[src/rtl/uxn_screen_cmd_sequencer_pkg.sv]
// Shared definitions for the Varvara screen command sequencer.
// Holds the device port offsets, the bit positions of the pixel, sprite and
// auto bytes, the queue-word field positions and the sequencer state enum.
package uxn_screen_cmd_sequencer_pkg;

  // Device port offsets (low nibble of the screen device address)
  localparam logic [3:0] PORT_AUTO   = 4'h6;
  localparam logic [3:0] PORT_X_HI   = 4'h8;
  localparam logic [3:0] PORT_X_LO   = 4'h9;
  localparam logic [3:0] PORT_Y_HI   = 4'hA;
  localparam logic [3:0] PORT_Y_LO   = 4'hB;
  localparam logic [3:0] PORT_A_HI   = 4'hC;
  localparam logic [3:0] PORT_A_LO   = 4'hD;
  localparam logic [3:0] PORT_PIXEL  = 4'hE;
  localparam logic [3:0] PORT_SPRITE = 4'hF;

  // Pixel / sprite command byte fields
  localparam int PIX_FILL_BIT  = 7;
  localparam int SPR_2BPP_BIT  = 7;
  localparam int CMD_LAYER_BIT = 6;
  localparam int CMD_FLIPY_BIT = 5;
  localparam int CMD_FLIPX_BIT = 4;

  // Auto byte fields
  localparam int AUTO_LEN_HI = 7;
  localparam int AUTO_LEN_LO = 4;
  localparam int AUTO_A_BIT  = 2;
  localparam int AUTO_Y_BIT  = 1;
  localparam int AUTO_X_BIT  = 0;

  // Queue word field positions
  localparam int QWORD_W    = 24;
  localparam int LAYER_BIT  = 23;
  localparam int COLOR_HI   = 22;
  localparam int COLOR_LO   = 21;
  localparam int FILL_BIT   = 20;
  localparam int SPRITE_BIT = 19;
  localparam int MODE_BIT   = 18;

  typedef enum logic [2:0] {
    ST_IDLE   = 3'd0,
    ST_PIXEL  = 3'd1,
    ST_SPR_W0 = 3'd2,
    ST_SPR_W1 = 3'd3,
    ST_UPDATE = 3'd4
  } state_t;

endpackage

[src/rtl/uxn_screen_word_pack.sv]
// Combinational packing of a pixel/sprite command byte plus coordinates and
// address into draw-queue words.
// Ports:
//   cmd      - pixel or sprite command byte
//   x, y     - 16-bit coordinates of the primitive
//   addr     - sprite address
//   pix_w0   - pixel word 0
//   spr_w0   - sprite word 0
//   spr_w1   - sprite word 1 (flips, color[3:2], address)
//   coord_ok - both coordinates fit in COORD_W bits
module uxn_screen_word_pack
  import uxn_screen_cmd_sequencer_pkg::*;
#(
  parameter int COORD_W = 9,
  parameter int ADDR_W  = 16
) (
  input  logic [7:0]         cmd,
  input  logic [15:0]        x,
  input  logic [15:0]        y,
  input  logic [ADDR_W-1:0]  addr,
  output logic [QWORD_W-1:0] pix_w0,
  output logic [QWORD_W-1:0] spr_w0,
  output logic [QWORD_W-1:0] spr_w1,
  output logic               coord_ok
);

  // Field placement for all three word formats
  always_comb begin
    pix_w0 = '0;
    pix_w0[LAYER_BIT]              = cmd[CMD_LAYER_BIT];
    pix_w0[COLOR_HI:COLOR_LO]      = cmd[1:0];
    pix_w0[FILL_BIT]               = cmd[PIX_FILL_BIT];
    // For pixels the flip bits give the fill direction
    pix_w0[SPRITE_BIT]             = cmd[CMD_FLIPY_BIT];
    pix_w0[MODE_BIT]               = cmd[CMD_FLIPX_BIT];
    pix_w0[2*COORD_W-1:COORD_W]    = x[COORD_W-1:0];
    pix_w0[COORD_W-1:0]            = y[COORD_W-1:0];

    spr_w0 = '0;
    spr_w0[LAYER_BIT]              = cmd[CMD_LAYER_BIT];
    spr_w0[COLOR_HI:COLOR_LO]      = cmd[1:0];
    spr_w0[FILL_BIT]               = 1'b0;
    spr_w0[SPRITE_BIT]             = 1'b1;
    spr_w0[MODE_BIT]               = cmd[SPR_2BPP_BIT];
    spr_w0[2*COORD_W-1:COORD_W]    = x[COORD_W-1:0];
    spr_w0[COORD_W-1:0]            = y[COORD_W-1:0];

    // Word 1 reuses bits 19/18 for the flips, color[3:2] sits just above addr
    spr_w1 = '0;
    spr_w1[SPRITE_BIT]             = cmd[CMD_FLIPY_BIT];
    spr_w1[MODE_BIT]               = cmd[CMD_FLIPX_BIT];
    spr_w1[ADDR_W+1:ADDR_W]        = cmd[3:2];
    spr_w1[ADDR_W-1:0]             = addr;

    // Unsigned range test: negative coordinates wrap high and are rejected
    coord_ok = (x[15:COORD_W] == '0) && (y[15:COORD_W] == '0);
  end

endmodule

[src/rtl/uxn_screen_cmd_sequencer.sv]
// Register front-end for the Varvara screen device (ports 0x26-0x2F).
// Holds auto/x/y/addr, turns pixel and sprite port writes into draw-queue
// words (one per cycle) and applies the auto-increments afterwards.
// Ports:
//   clk, reset            - clock, synchronous active-high reset
//   dev_we/addr/wdata     - CPU device-port write
//   x_out/y_out/addr_out/auto_out - register readback
//   queue_we/queue_data   - draw-queue write strobe and word
//   busy                  - sequencer active, CPU writes are dropped
//   drop_err              - sticky flag: a write arrived while busy
module uxn_screen_cmd_sequencer
  import uxn_screen_cmd_sequencer_pkg::*;
#(
  parameter int COORD_W = 9,
  parameter int ADDR_W  = 16
) (
  input  logic               clk,
  input  logic               reset,
  input  logic               dev_we,
  input  logic [3:0]         dev_addr,
  input  logic [7:0]         dev_wdata,
  output logic [15:0]        x_out,
  output logic [15:0]        y_out,
  output logic [ADDR_W-1:0]  addr_out,
  output logic [7:0]         auto_out,
  output logic               queue_we,
  output logic [QWORD_W-1:0] queue_data,
  output logic               busy,
  output logic               drop_err
);

  state_t              state_r;
  logic [15:0]         x_r, y_r, cur_x_r, cur_y_r;
  logic [ADDR_W-1:0]   addr_r, cur_a_r;
  logic [7:0]          auto_r, cmd_r;
  logic                is_spr_r;
  logic [3:0]          idx_r;

  logic [15:0]         step_x_s, step_y_s, next_x_s, next_y_s;
  logic [ADDR_W-1:0]   step_a_s, next_a_s;
  logic [7:0]          pk_cmd_s;
  logic [15:0]         pk_x_s, pk_y_s;
  logic [ADDR_W-1:0]   pk_a_s;
  logic [QWORD_W-1:0]  pix_w0_s, spr_w0_s, spr_w1_s;
  logic                coord_ok_s;

  assign x_out    = x_r;
  assign y_out    = y_r;
  assign addr_out = addr_r;
  assign auto_out = auto_r;
  assign busy     = (state_r != ST_IDLE);

  // Per-sprite steps: x advances with autoY, y with autoX (Varvara quirk)
  always_comb begin
    if (auto_r[AUTO_Y_BIT]) begin
      step_x_s = cmd_r[CMD_FLIPX_BIT] ? 16'hFFF8 : 16'h0008;
    end else begin
      step_x_s = 16'h0000;
    end
    if (auto_r[AUTO_X_BIT]) begin
      step_y_s = cmd_r[CMD_FLIPY_BIT] ? 16'hFFF8 : 16'h0008;
    end else begin
      step_y_s = 16'h0000;
    end
    if (auto_r[AUTO_A_BIT]) begin
      step_a_s = cmd_r[SPR_2BPP_BIT] ? ADDR_W'(5'd16) : ADDR_W'(5'd8);
    end else begin
      step_a_s = '0;
    end
    next_x_s = cur_x_r + step_x_s;
    next_y_s = cur_y_r + step_y_s;
    next_a_s = cur_a_r + step_a_s;
  end

  // Packer source: the incoming byte in IDLE, the next sprite when wrapping
  // from word 1 to the following word 0, otherwise the current sprite
  always_comb begin
    if (state_r == ST_IDLE) begin
      pk_cmd_s = dev_wdata;
      pk_x_s   = x_r;
      pk_y_s   = y_r;
      pk_a_s   = addr_r;
    end else if (state_r == ST_SPR_W1) begin
      pk_cmd_s = cmd_r;
      pk_x_s   = next_x_s;
      pk_y_s   = next_y_s;
      pk_a_s   = next_a_s;
    end else begin
      pk_cmd_s = cmd_r;
      pk_x_s   = cur_x_r;
      pk_y_s   = cur_y_r;
      pk_a_s   = cur_a_r;
    end
  end

  uxn_screen_word_pack #(
    .COORD_W (COORD_W),
    .ADDR_W  (ADDR_W)
  ) u_pack (
    .cmd      (pk_cmd_s),
    .x        (pk_x_s),
    .y        (pk_y_s),
    .addr     (pk_a_s),
    .pix_w0   (pix_w0_s),
    .spr_w0   (spr_w0_s),
    .spr_w1   (spr_w1_s),
    .coord_ok (coord_ok_s)
  );

  // Register file, sequencer FSM and registered queue outputs
  always_ff @(posedge clk) begin
    if (reset) begin
      state_r    <= ST_IDLE;
      x_r        <= '0;
      y_r        <= '0;
      addr_r     <= '0;
      auto_r     <= '0;
      cmd_r      <= '0;
      is_spr_r   <= 1'b0;
      idx_r      <= '0;
      cur_x_r    <= '0;
      cur_y_r    <= '0;
      cur_a_r    <= '0;
      queue_we   <= 1'b0;
      queue_data <= '0;
      drop_err   <= 1'b0;
    end else begin
      queue_we <= 1'b0;
      if (dev_we && (state_r != ST_IDLE)) begin
        drop_err <= 1'b1;
      end
      case (state_r)
        ST_IDLE: begin
          if (dev_we) begin
            case (dev_addr)
              PORT_AUTO: auto_r              <= dev_wdata;
              PORT_X_HI: x_r[15:8]           <= dev_wdata;
              PORT_X_LO: x_r[7:0]            <= dev_wdata;
              PORT_Y_HI: y_r[15:8]           <= dev_wdata;
              PORT_Y_LO: y_r[7:0]            <= dev_wdata;
              PORT_A_HI: addr_r[ADDR_W-1:8]  <= dev_wdata[ADDR_W-9:0];
              PORT_A_LO: addr_r[7:0]         <= dev_wdata;
              PORT_PIXEL: begin
                cmd_r      <= dev_wdata;
                is_spr_r   <= 1'b0;
                queue_we   <= coord_ok_s;
                queue_data <= pix_w0_s;
                state_r    <= ST_PIXEL;
              end
              PORT_SPRITE: begin
                cmd_r      <= dev_wdata;
                is_spr_r   <= 1'b1;
                idx_r      <= 4'd0;
                cur_x_r    <= x_r;
                cur_y_r    <= y_r;
                cur_a_r    <= addr_r;
                queue_we   <= coord_ok_s;
                queue_data <= spr_w0_s;
                state_r    <= ST_SPR_W0;
              end
              default: state_r <= ST_IDLE;
            endcase
          end
        end
        ST_PIXEL: state_r <= ST_UPDATE;
        ST_SPR_W0: begin
          // Off-range sprites stay silent for both words but keep the timing
          queue_we   <= coord_ok_s;
          queue_data <= spr_w1_s;
          state_r    <= ST_SPR_W1;
        end
        ST_SPR_W1: begin
          // cur_* always advances, so after the last sprite cur_a_r holds a_n
          cur_x_r <= next_x_s;
          cur_y_r <= next_y_s;
          cur_a_r <= next_a_s;
          if (idx_r == auto_r[AUTO_LEN_HI:AUTO_LEN_LO]) begin
            state_r <= ST_UPDATE;
          end else begin
            idx_r      <= idx_r + 4'd1;
            queue_we   <= coord_ok_s;
            queue_data <= spr_w0_s;
            state_r    <= ST_SPR_W0;
          end
        end
        ST_UPDATE: begin
          if (is_spr_r) begin
            if (auto_r[AUTO_X_BIT]) begin
              x_r <= x_r + (cmd_r[CMD_FLIPX_BIT] ? 16'hFFF8 : 16'h0008);
            end
            if (auto_r[AUTO_Y_BIT]) begin
              y_r <= y_r + (cmd_r[CMD_FLIPY_BIT] ? 16'hFFF8 : 16'h0008);
            end
            if (auto_r[AUTO_A_BIT]) begin
              addr_r <= cur_a_r;
            end
          end else if (!cmd_r[PIX_FILL_BIT]) begin
            x_r <= x_r + {15'd0, auto_r[AUTO_X_BIT]};
            y_r <= y_r + {15'd0, auto_r[AUTO_Y_BIT]};
          end
          state_r <= ST_IDLE;
        end
        default: state_r <= ST_IDLE;
      endcase
    end
  end

endmodule

[config.mk]
export PLATFORM = sky130hd
export DESIGN_NAME = uxn_screen_cmd_sequencer
export DESIGN_NICKNAME = d
export VERILOG_FILES = /design/src/rtl/uxn_screen_cmd_sequencer_pkg.sv /design/src/rtl/uxn_screen_word_pack.sv /design/src/rtl/uxn_screen_cmd_sequencer.sv
export SDC_FILE = /design/constraint.sdc
export NUM_CORES = 1
export LEC_CHECK = 0
export ABC_AREA = 1
export CAP_MARGIN = 10
export CORE_MARGIN = 2
export CORE_UTILIZATION = 45
export DETAILED_ROUTE_END_ITERATION = 10
export PLACE_DENSITY = 0.7
export REMOVE_ABC_BUFFERS = 1
export SETUP_SLACK_MARGIN = 0.2
export SLEW_MARGIN = 5
export SYNTH_ARGS = -nofsm -noshare
export SYNTH_HDL_FRONTEND = slang
export SYNTH_SLANG_ARGS = --single-unit
[constraint.sdc]
create_clock -name clk -period 5.95 [get_ports clk]
set_input_delay 1.19 -clock clk [delete_from_list [all_inputs] [get_ports clk]]
set_output_delay 1.19 -clock clk [all_outputs]
set_load 0.02 [all_outputs]
==> results of run 1 <==
-- cell type report --
| type | instances | area [µm²] | share of cell area |
|---|---|---|---|
| sequential | 146 | 2920 | 0.261 |
| tap | 275 | 344 | 0.0307 |
| clock inverter | 12 | 130 | 0.0116 |
| inverter | 168 | 633 | 0.0565 |
| timing repair buffer | 104 | 1020 | 0.0909 |
| clock buffer | 19 | 443 | 0.0395 |
| multi-input combinational | 1051 | 5710 | 0.510 |
-- metrics by stage --
| step | instances | utilization | hold slack, ns | total power [W] | cell area [µm²] |
|---|---|---|---|---|---|
| 5_1_grt | 1775 | 0.534 | 0.490 | 0.00243 | 11200 |
| 4_1_cts | 1775 | 0.534 | 0.459 | 0.00236 | 11200 |
| 6_report | 1775 | 0.534 | 0.459 | 0.00236 | 11200 |
| 3_5_place_dp | 1744 | 0.507 | 0.450 | 0.00130 | 10600 |
| 3_3_place_gp | 1744 | 0.507 | 0.445 | 0.00129 | 10600 |
| 2_1_floorplan | 1365 | - | 0.432 | 0.00119 | 9260 |
-- routing by layer --
metal | vias up | share of wire | global-route usage
li1 | 5045 | - | -
met1 | 4644 | 0.43 | 0.382
met2 | 470 | 0.45 | 0.430
met3 | 77 | 0.086 | 0.0488
met4 | 0 | 0.035 | 0.110
met5 | - | 0 | 0
-- logic make-up after synthesis --
family / after synthesis / share of synthesized area
and+or+nand+nor: 551 / 0.263
AOI/OAI and AO/OA: 444 / 0.265
buffers and inverters: 232 / 0.101
DFF: 146 / 0.305
adders and majority gates: 36 / 0.0477
xor gates and xnor gates: 16 / 0.0146
muxes: 4 / 0.00417
-- power by group through the flow --
stage / Combinational [W] / Sequential [W] / Clock (W)
final: 0.000237 / 0.00104 / 0.00108
after CTS: 0.000236 / 0.00104 / 0.00108
after detailed placement: 0.000234 / 0.00106 / 0
after floorplan: 0.000114 / 0.00107 / 0
after global routing: 0.000259 / 0.00104 / 0.00113
after global placement: 0.000231 / 0.00106 / 0
-- sequential cells by signal (all words and copies together) (netlist names) --
signal and cells:
queue_data 24, addr_out 16, cur_a_r 16, cur_x_r 16
cur_y_r 16, x_out 16, y_out 16, auto_out 8
cmd_r 8, idx_r 4, state_r 3, drop_err 1
is_spr_r 1, queue_we 1
-- final timing paths --
kind                                               end  slack, ns  cells past startpoint
worst max-delay path             idx_r[3]$_SDFFE_PP0P_       2.45                     13
worst min-delay path             cmd_r[0]$_SDFFE_PP0P_       0.46                      2
worst max register to register  x_out[12]$_SDFFE_PP0P_       2.82                     16
worst min register to register   cmd_r[0]$_SDFFE_PP0P_       0.46                      2
-- synth_stat cells (2+ instances only) --
cell type / instances
a211oi_1: 11
a21oi_1: 136
a21oi_2: 4
a221oi_1: 18
a311oi_1: 3
a31oi_1: 49
a41oi_1: 2
and2_1: 3
buf_2: 15
buf_4: 4
buf_6: 6
clkbuf_1: 38
dfxtp_1: 146
ha_1: 35
inv_1: 147
inv_2: 20
mux2i_1: 4
nand2_1: 252
nand2_2: 15
nand2_4: 8
nand3_1: 88
nand3_2: 4
nand4_1: 23
nor2_1: 116
nor2_2: 6
nor2_4: 7
nor3_1: 9
nor4_1: 7
o211a_1: 3
o211ai_1: 16
o21a_1: 3
o21ai_0: 159
o21ai_1: 21
o21bai_1: 5
o221a_2: 2
or2_0: 2
or2_2: 6
xnor2_1: 5
xor2_1: 11
-- critical path, cell delays in order --
cell             delay (ns)
clkdlybuf4s50_1        0.54
nand2_1                0.11
nor2_1                 0.13
inv_2                  0.08
nor2_2                 0.10
nand2_1                0.12
a21oi_4                0.14
buf_4                  0.38
inv_2                  0.42
nor2_4                 0.24
inv_2                  0.06
nor3_1                 0.17
nor4_2                 0.07
==> out/results.ini, run 1 <==
[power]
pwr-share-seq = 0.442
leakagePower_nw = 4.75
switching_share = 0.269
internal_power_w = 0.00172
power_switching_w = 0.000634
p_clk_frac = 0.458
vdd_drop_max_mv = 0.205
power.density_nw_per_um2 = 210
combinationalPowerShare = 0.101

[logic_synthesis]
syn_inst = 1429
syn_avg_cell_area_um2 = 6.72
synth.area.top_cells = dfxtp_1, nand2_1, o21ai_0
synth.ff_latch_count = 146
synth_edf_count = 0
netlist.area_leader.share = 0.305
yosysWarnings = 0
synthArstFlopShare = 0
ys_seq_area_frac = 0.305
synthFlopType = dfxtp_1
ys_types = 59
yosysTopAreaCell = dfxtp_1
netlist_area_um2 = 9600

[global_routing]
grt_pass1_wl_um = 48800
grt_overflow_total = 0
grt_pass1_vias = 9215
grt_antenna_before_repair = 0
grt_max_degree = 65
grt_usage = 0.277

[worst_setup_path]
critical_path_class = input pin to flip-flop
cp_max_fo = 43
worstSetupStartpoint = dev_addr[2]
cp.required_ns = 6.23
end_kind = flip-flop
regToRegStartpoint = auto_out[0]$_SDFFE_PP0P_
start_kind = input pin
critical_path_arrival_ns = 3.78

[timing]
clock.fmax_mhz = 286
setup_ws_ns = 2.45
fin_crit_ns = 3.50
clock_skew_ns = 0.0115
rsz0062_at_grt = no
tightest_slew_ns = 1.18
setup_tns_ns = 0
setup_violations = 0
hold_viol = 0
period_share = 0.588
slew_headroom = 0.212
drv_slew = 0

[clocking]
cts_root_buf = clkbuf_16
cts_htree_levels = 4
clock_latency_ns = 0.44
cts_tree = done
hold_buffers = 0
cts_num_sinks = 146
cts_buffer_depth = 2
cts_setup_buffers = 0
clkTransAtPathRegs_ns = 0.07
ctsResizeCount = 0
cts_made_buffers = 17

[cells_and_area]
final_nets = 1539
drive_gt1_frac = 0.0793
final_cell_mix = nand2_1, o21ai_0, inv_1, dfxtp_1, a21oi_1
antenna_cells = 0
num-fill-cells = 2076
layout_commonest_cell = nand2_1
syn_to_final_growth_pct = 16.7

[route]
drt-total-wl_um = 31100
drc = 0
ant_nets = 0
via_per_inst = 5.77
wl_per_cell_um = 17.5
drt_iter0_drc = 951
dr_total_vias = 10200
drtPass1Iterations = 6

[min_path]
min_path_type = flip-flop to flip-flop
min_from = cmd_r[0]$_SDFFE_PP0P_

[placed_design]
port_buffers = 97
dp_hpwl_um = 22000
place.gp.congestion = 0.912
place_ws_ns = 2.03

[die]
die-area_um2 = 22500
die_y_um = 150
core-area_um2 = 21000
rows = 53
io_pins = 98
dieWidth_um = 150
initial_core_util = 0.458

[outcome]
status = finished clean

[job]
max_cap_viol_count = 0

Power figures use the tool's default switching activity.
==> run 2, diff against run 1 <==
--- a/config.mk
+++ b/config.mk
@@ -10,7 +10,7 @@
 export CORE_MARGIN = 2
 export CORE_UTILIZATION = 45
 export DETAILED_ROUTE_END_ITERATION = 10
-export PLACE_DENSITY = 0.7
+export PLACE_DENSITY = 0.72
 export REMOVE_ABC_BUFFERS = 1
 export SETUP_SLACK_MARGIN = 0.2
 export SLEW_MARGIN = 5
==> constraint.sdc (replaced) <==
create_clock -name clk -period 2.9 [get_ports clk]
set_input_delay 0.58 -clock clk [delete_from_list [all_inputs] [get_ports clk]]
set_output_delay 0.58 -clock clk [all_outputs]
set_load 0.02 [all_outputs]
==> run 2 against run 1 <==
Against the previous run: register-to-register slack got worse by 2.5 ns; non-clock buffer count rose by 30; final cell count rose by 1.7%; critical path depth rose by 2; utilization rose by 1.7 points; sequential power rose by 100%; hold slack improved by 0.0012 ns; clock skew fell by 0.0037 ns; sequential share of layout area fell by 0.76 points; wire length rose by 3.4%; design area rose by 3.2%; critical path type is now flip-flop to flip-flop; critical endpoint is now cur_a_r[15]$_SDFFE_PP0P_.
==> out/results.ini, run 2 (synthesis results as in run 1) <==
[clocking]
hold_buffers = 0
cts_root_buf = clkbuf_16
clkTransAtPathRegs_ns = 0.06
cts_tree = done
cts_num_sinks = 146
cts_htree_levels = 4
clock_latency_ns = 0.43
cts_made_buffers = 17
cts_buffer_depth = 2

[power]
vdd_drop_max_mv = 0.402
power.density_nw_per_um2 = 422
leakagePower_nw = 4.90

[worst_setup_path]
critPathMostFrequentCell = inv_1
cp_max_fo = 4
crit_family = simple AND/OR/NAND/NOR gates
crit_buf_inv = 3
critical_path_class = flip-flop to flip-flop
crit_slowest_cell = fa_1
cp_cell_sequence = inv_1 > nor2_1 > ha_2 > inv_1 > fa_1 > inv_1 > nand2_2 > nor4_4 > nand2_1 > nor2_2 > nand4_1 > o21ai_1 > nand2_1 > o21ai_0 > a21oi_1
start_kind = flip-flop
end_kind = flip-flop
critical_path_arrival_ns = 2.86
cp.required_ns = 3.19
max_stage_delay_ns = 0.38

[min_path]
min_path_type = flip-flop to flip-flop

[die]
initial_core_util = 0.458
die-area_um2 = 22500
dieWidth_um = 150
rows = 53
die_y_um = 150
core-area_um2 = 21000
io_pins = 98

[timing]
slew_headroom = 0.522
tightest_slew_ns = 0.716
hold_viol = 0
setup_tns_ns = 0
setup_violations = 0
clock.fmax_mhz = 390
period_share = 0.885
fin_crit_ns = 2.57
drv_slew = 0
hold_ws_ns = 0.460
clock_skew_ns = 0.00777
rsz0062_at_grt = no

[global_routing]
grt_overflow_total = 0
grt_max_degree = 80
top_usage_layer = met2
grt_pass1_wl_um = 50300
grt_antenna_before_repair = 0
gr-usage-met3 = 0.0439
grt_usage = 0.285
met2_usage = 0.451
grt_pass1_vias = 9547
use_met1 = 0.385

[route]
dr_total_vias = 10500
drc = 0
drtPass1Iterations = 7
drt-total-wl_um = 32100
drt_iter0_drc = 1009
via_per_inst = 5.81
wl_per_cell_um = 17.8
ant_nets = 0

[placed_design]
dp_hpwl_um = 22900
numPlacedInstances = 1769
place.gp.congestion = 0.937
placed_area_um2 = 10900
port_buffers = 97

[cells_and_area]
fin_cells = 1806
final_nets = 1569
seqCellArea_um2 = 2930
largest_reg_flops = 24
drive_gt1_frac = 0.106
syn_to_final_growth_pct = 20.4
layout_commonest_cell = nand2_1
fin_area_um2 = 11600
max_flop_register = queue_data
multi_input_area_um2 = 5760
num-fill-cells = 2055
final_cell_mix = nand2_1, o21ai_0, inv_1, dfxtp_1, a21oi_1
antenna_cells = 0

[outcome]
status = finished clean

[job]
max_cap_viol_count = 0

[run 2: changes by cell type in the layout (fill, tap and decap cells not counted), sizes merged]
cell / delta
buf: +30
clkinv: +2
clkbuf: -1
clkinvlp: +1
inv: -1
[run 2: worst register-to-register path: stages, from the launching register on]
cell and delay, ns:
dfxtp_2 0.35, inv_1 0.06, nor2_1 0.12, ha_2 0.19, inv_1 0.05, fa_1 0.38
inv_1 0.08, nand2_2 0.09, nor4_4 0.26, nand2_1 0.12, nor2_2 0.15, nand4_1 0.13
o21ai_1 0.15, nand2_1 0.06, o21ai_0 0.15, a21oi_1 0.08
[run 2: layer usage]
layer,wire [µm],share of wire
met2,14400,0.45
met1,13800,0.43
met5,0,0
met4,1270,0.040
met3,2650,0.082
[run 2: what timing repair did]
action                     4_1_cts  5_1_grt
setup buffers                    0        5
pin swaps                        0        3
setup endpoints to repair        1       14
cloned                           0        0
resized for setup                1       19
[run 2: worst paths after layout]
path / endpoint / cells past startpoint / slack [ns] / from
max: cur_a_r[15]$_SDFFE_PP0P_ / 15 / 0.33 / auto_out[2]$_SDFFE_PP0P_
min: cmd_r[0]$_SDFFE_PP0P_ / 2 / 0.46 / cmd_r[0]$_SDFFE_PP0P_
max reg2reg: cur_a_r[15]$_SDFFE_PP0P_ / 15 / 0.33 / auto_out[2]$_SDFFE_PP0P_
min reg2reg: cmd_r[0]$_SDFFE_PP0P_ / 2 / 0.46 / cmd_r[0]$_SDFFE_PP0P_
[run 2: per-stage QoR]
stage                      util  setup WS, ns  power, W
after floorplan               -        -0.302   0.00243
after global placement    0.518         0.223   0.00267
after detailed placement  0.518         0.153   0.00267
after CTS                 0.546         0.248   0.00488
after global routing      0.551         0.189   0.00503
final                     0.551         0.333   0.00488
[run 2: area by class of cell]
type	instances	share of cell area
Multi-Input combinational cell	1051	0.498
Sequential cell	146	0.253
Clock buffer	18	0.0380
Tap cell	275	0.0298
Timing Repair Buffer	134	0.112
Inverter	168	0.0556
Clock inverter	14	0.0133
[run 2: power breakdown]
group | leakage, nW | internal, W | switching [W] | total [W]
sequential | 1.18 | 0.00207 | 0.0000641 | 0.00213
combinational | 3.43 | 0.000195 | 0.000323 | 0.000518
clock | 0.289 | 0.00130 | 0.000930 | 0.00223
total | 4.90 | 0.00356 | 0.00132 | 0.00488
